`src/rtl/instr_feeder.sv`:
```
// Instruction sequencer: fetches program words and issues them to the CPU
// with a load/start/wait handshake, flagging handshake timeouts.
module instr_feeder #(
   parameter int ADDR_W  = 4,
   parameter int TIMEOUT = 64
) (
   input  logic              clk,
   input  logic              reset,
   input  logic              go,
   input  logic [ADDR_W:0]   prog_len,
   output logic [ADDR_W-1:0] mem_addr,
   input  logic [15:0]       mem_data,
   output logic [15:0]       cpu_in,
   output logic              cpu_load,
   output logic              cpu_s,
   input  logic              cpu_w,
   output logic              busy,
   output logic              done,
   output logic              err,
   output logic [ADDR_W:0]   pc
);

   localparam int CW = $clog2(TIMEOUT + 1);
   localparam logic [CW-1:0] TO_LAST = CW'(TIMEOUT - 1);

   typedef enum logic [2:0] {
      IDLE,
      FETCH,
      MEMWT,
      RDY,
      LOAD,
      START,
      EXEC,
      DONE
   } state_t;

   state_t          state;
   logic [CW-1:0]   cnt;
   logic [ADDR_W:0] pc_next;
   logic            halt;
   logic            timed_out;

   assign pc_next   = pc + 1'b1;
   assign halt      = (mem_data[15:13] == 3'b111);
   assign timed_out = (cnt == TO_LAST);

   always_ff @(posedge clk) begin
      if (reset) begin
         state    <= IDLE;
         cnt      <= '0;
         mem_addr <= '0;
         cpu_in   <= '0;
         cpu_load <= 1'b0;
         cpu_s    <= 1'b0;
         busy     <= 1'b0;
         done     <= 1'b0;
         err      <= 1'b0;
         pc       <= '0;
      end else begin
         cpu_load <= 1'b0;
         cpu_s    <= 1'b0;
         cnt      <= cnt + 1'b1;
         unique case (state)
            IDLE, DONE: begin
               cnt <= '0;
               if (go) begin
                  err <= 1'b0;
                  pc  <= '0;
                  if (prog_len != '0) begin
                     state    <= FETCH;
                     mem_addr <= '0;
                     busy     <= 1'b1;
                     done     <= 1'b0;
                  end else begin
                     state <= DONE;
                     done  <= 1'b1;
                  end
               end
            end
            FETCH: begin
               cnt   <= '0;
               state <= MEMWT;
            end
            MEMWT: begin
               cnt    <= '0;
               cpu_in <= mem_data;
               if (halt) begin
                  state <= DONE;
                  busy  <= 1'b0;
                  done  <= 1'b1;
               end else begin
                  state <= RDY;
               end
            end
            RDY: begin
               if (cpu_w) begin
                  cnt      <= '0;
                  state    <= LOAD;
                  cpu_load <= 1'b1;
               end else if (timed_out) begin
                  cnt   <= '0;
                  state <= DONE;
                  err   <= 1'b1;
                  busy  <= 1'b0;
                  done  <= 1'b1;
               end
            end
            LOAD: begin
               cnt   <= '0;
               state <= START;
               cpu_s <= 1'b1;
            end
            START: begin
               cnt   <= '0;
               state <= EXEC;
            end
            EXEC: begin
               // >= guards against prog_len shrinking mid-run
               if (cpu_w) begin
                  cnt <= '0;
                  pc  <= pc_next;
                  if (pc_next >= prog_len) begin
                     state <= DONE;
                     busy  <= 1'b0;
                     done  <= 1'b1;
                  end else begin
                     state    <= FETCH;
                     mem_addr <= pc_next[ADDR_W-1:0];
                  end
               end else if (timed_out) begin
                  cnt   <= '0;
                  state <= DONE;
                  err   <= 1'b1;
                  busy  <= 1'b0;
                  done  <= 1'b1;
               end
            end
            default: begin
               cnt   <= '0;
               state <= IDLE;
               busy  <= 1'b0;
               done  <= 1'b0;
            end
         endcase
      end
   end

endmodule
```
`config.mk`:
```
export PLATFORM = sky130hd
export DESIGN_NAME = instr_feeder
export DESIGN_NICKNAME = d
export VERILOG_FILES = /design/src/rtl/instr_feeder.sv
export SDC_FILE = /design/constraint.sdc
export NUM_CORES = 1
export LEC_CHECK = 0
export ABC_AREA = 1
export CORE_ASPECT_RATIO = 1.1
export CORE_MARGIN = 1
export CORE_UTILIZATION = 33
export CTS_CLUSTER_SIZE = 24
export DETAILED_ROUTE_END_ITERATION = 10
export GPL_TIMING_DRIVEN = 0
export PLACE_DENSITY = 0.64
export SLEW_MARGIN = 20
export SYNTH_ARGS = -nofsm -noshare
export SYNTH_HDL_FRONTEND = slang
export SYNTH_SLANG_ARGS = --single-unit
```
`constraint.sdc`:
```
create_clock -name clk -period 2.47 [get_ports clk]
set_clock_uncertainty 0.15 [all_clocks]
set_input_delay 0.494 -clock clk [delete_from_list [all_inputs] [get_ports clk]]
set_output_delay 0.494 -clock clk [all_outputs]
set_load 0.01 [all_outputs]
```
==> results by group, run 1 <==
Outcome
  • Status: finished clean

Logic synthesis
  • Yosys Warn Count: 0
  • Post-Syn Area: 0.00201 mm^2
  • Primary FF master, synth: dfxtp_1
  • Seq/Total Area, Yosys: 0.399
  • Post-synth top area share: 0.399
  • Ranking of synthesized cells by area: dfxtp_1 (40%), nand2_1 (8.8%), inv_1 (8.6%)
  • Synthesized area per cell: 7.23 um^2
  • Yosys reg bits: 40
  • Area leader, netlist: dfxtp_1
  • Synth top cells by count: nand2_1 (47), inv_1 (46), dfxtp_1 (40)
  • Number of flops mapped to enable cells by yosys: 0
  • Ys async rst share: 0
  • Syn_nets: 310
  • Cell variety after synth: 29
  • Most numerous cell in the Yosys netlist: nand2_1
  • Cells after Synth: 278

Detailed routing
  • Detail-routed via count per cell: 4.59
  • Post-DRT Antenna Nets: 0
  • Post-route DRC: 0
  • WL/cell: 11.1 um
  • Routed WL: 4620 um
  • Vias: 1915
  • Pre-antenna DRT Iters: 4
  • Drt initial violations: 50

Place
  • Global placement routability congestion: 0.793
  • Place WS: around 0.039 ns
  • DP Wirelength: 3570 um
  • Placed cell area: about 0.0026 mm^2
  • Port Buffer Count: 53

Clock tree
  • Clock sinks: 40
  • CTS tree: built
  • Htree depth: 2
  • CTS max path bufs: 2
  • Worst-skew pair later-pin latency: between 0.2 and 0.3 ns
  • Cts bufs inserted: 5
  • Root buf cell: clkbuf_8
  • Worst-path clk slew: ~0.08 ns
  • Hold Buf Count CTS: 0

Critical path
  • Critical path class: flip-flop to flip-flop
  • Largest stage delay on the critical path: 0.40 ns
  • Crit. End Element: flip-flop
  • Critical Path RT: 2.51 ns
  • Crit path top cell by count: nand2_1
  • Critical path data arrival time: 2.27 ns
  • Crit-path max FO: 6
  • Max stage delay cell, worst path: dfxtp_2
  • Worst-path cell chain: ha_1 > nand2_1 > nor2_2 > xor2_1 > ha_1 > nand2_1 > nor2_1 > nand2_1 > nand3_1 > nand2_4 > nand3_4 > a21oi_1 > nor2_1
  • Crit start category: flip-flop

Global route
  • Met3 usage: 0.0448
  • Met1 GRT Util: 0.185
  • Overflow after GRT: 0
  • Global-route wire length before repair: approximately 7900 um
  • Met2 usage: 0.268
  • Antenna violations before repair: 0
  • Pin count of the biggest net entering global routing: 13
  • Gr usage total: 0.154
  • GR peak layer: met2
  • Number of global-route vias before repair: about 1800

STA
  • Worst-Margin Slew: 0.447 ns
  • Post-route clock period utilization: 0.905
  • RSZ-0062 raised after global routing: no
  • Final hold slack: 0.295 ns
  • Slew headroom: 0.702
  • Peak Freq: 0.447 GHz
  • Fin crit period: 2.24 ns
  • Slew Viols, Final: 0
  • Final setup violation count: 0
  • Hold Fails Final Rpt: 0
  • Setup_tns: 0 ns
  • Final worst setup slack: 0.235 ns

Pwr
  • PD cells: 978 mW/mm^2
  • IR drop worst, VDD: 0.423 mV
  • Lkg Pwr: 0.00116 uW

Floorplan
  • I/O Pins: 55
  • Die Wd: 76.4 um
  • Die Area: 0.00641 mm^2
  • Cell row count: 29
  • Initial Util: 0.346
  • Core area: 0.00581 mm^2
  • Die Y: 83.8 um

Layout
  • Fin area: 0.00276 mm^2
  • Antenna Cells: 0
  • Multi-input logic area: 971 um^2
  • Final #Nets: 371
  • Post-layout util: 0.475
  • Layout cells sized above 1: 0.100
  • Area Growth Syn to Fin: 37.4%
  • Fill cell count: between 600 and 700
  • Reg area: 802 um^2

Flow run
  • Max Cap Viol: 0

Hold path
  • Hold Crit Class: flip-flop to flip-flop
report_power, final:
part	internal (uW)	switching, uW
combinational	557	731
sequential	802	91.0
clock	300	218
total	1660	1040
worst max-delay path, delay by kind of cell (launching register included):
kind                     cells  cell delay, ns
XOR/XNOR                     1            0.20
AND/OR/NAND/NOR              9            0.79
flip-flops                   1            0.40
AO/OA/AOI/OAI                1            0.13
adder cells (fa/ha/maj)      2            0.46
cell usage in the layout (no fill, tap or decap), drive strengths merged:
cell type,Yosys,final
o2111ai,1,1
o21ai,26,26
clkdlybuf4s50,0,53
nand2,51,51
nand3,15,15
clkinv,1,2
buf,5,6
ha,7,7
nor3,6,6
nand4,8,8
bufinv,0,1
inv,51,51
clkbuf,3,9
a21oi,30,30
o211ai,1,1
nor2,28,28
dfxtp,40,40
xnor2,1,1
o21bai,1,1
xor2,3,3
repair_timing:
action                                  4_1_cts  5_1_grt
buffers inserted                              0        1
endpoints found under the setup margin        0        8
gates resized for setup                       0        3
kinds of logic after synthesis:
group,share of synthesized area
and+or+nand+nor,0.262
buffers and inverters,0.122
AOI/OAI and AO/OA,0.157
DFF,0.399
adders and majority gates,0.0436
xor gates and xnor gates,0.0174
layer usage:
layer | wire (um) | vias to the layer above
li1 | - | 1014
met1 | 2090 | 857
met2 | 2270 | 38
met3 | 214 | 6
met4 | 47 | 0
met5 | 0 | -
layout make-up:
type / instances / share of cell area
clock buffers: 6 / 0.0263
multi-input cells: 178 / 0.352
inverters: 52 / 0.0725
flip-flops and latches: 40 / 0.291
clock inverters: 2 / 0.0127
well taps: 77 / 0.0349
repair buffers: 54 / 0.195
plain buffers: 8 / 0.0163
worst paths after layout:
path | from | endpoint | slack [ns] | cells after the start
max | pc[0] | mem_addr[3] | 0.23 | 13
min | cpu_in[13] | cpu_in[13] | 0.29 | 2
max reg2reg | pc[0] | mem_addr[3] | 0.23 | 13
min reg2reg | cpu_in[13] | cpu_in[13] | 0.29 | 2
metrics by stage:
stage	power, uW	instances
2_1_floorplan	1740	278
6_report	2700	417
3_3_place_gp	2190	408
5_1_grt	2910	417
3_5_place_dp	2210	408
4_1_cts	2730	416
sequential cells by signal (all words and copies together), names as in the netlist:
signal    count
err           1
cnt           7
done          1
state         3
pc            5
cpu_in       16
busy          1
cpu_s         1
mem_addr      4
cpu_load      1
(Power assumes the default switching activity.)
==> inputs of run 2 (changes only) <==
- CAP_MARGIN: not set -> 20
==> results of run 2 <==
Same layout as run 1: the final DEF is identical, and so are final timing and power.
==> inputs of run 3 (changes only) <==
- CAP_MARGIN: 20 -> 10
- TNS_END_PERCENT: not set -> 10
==> results of run 3 <==
Same layout as run 1: the final DEF is identical, and so are final timing and power.
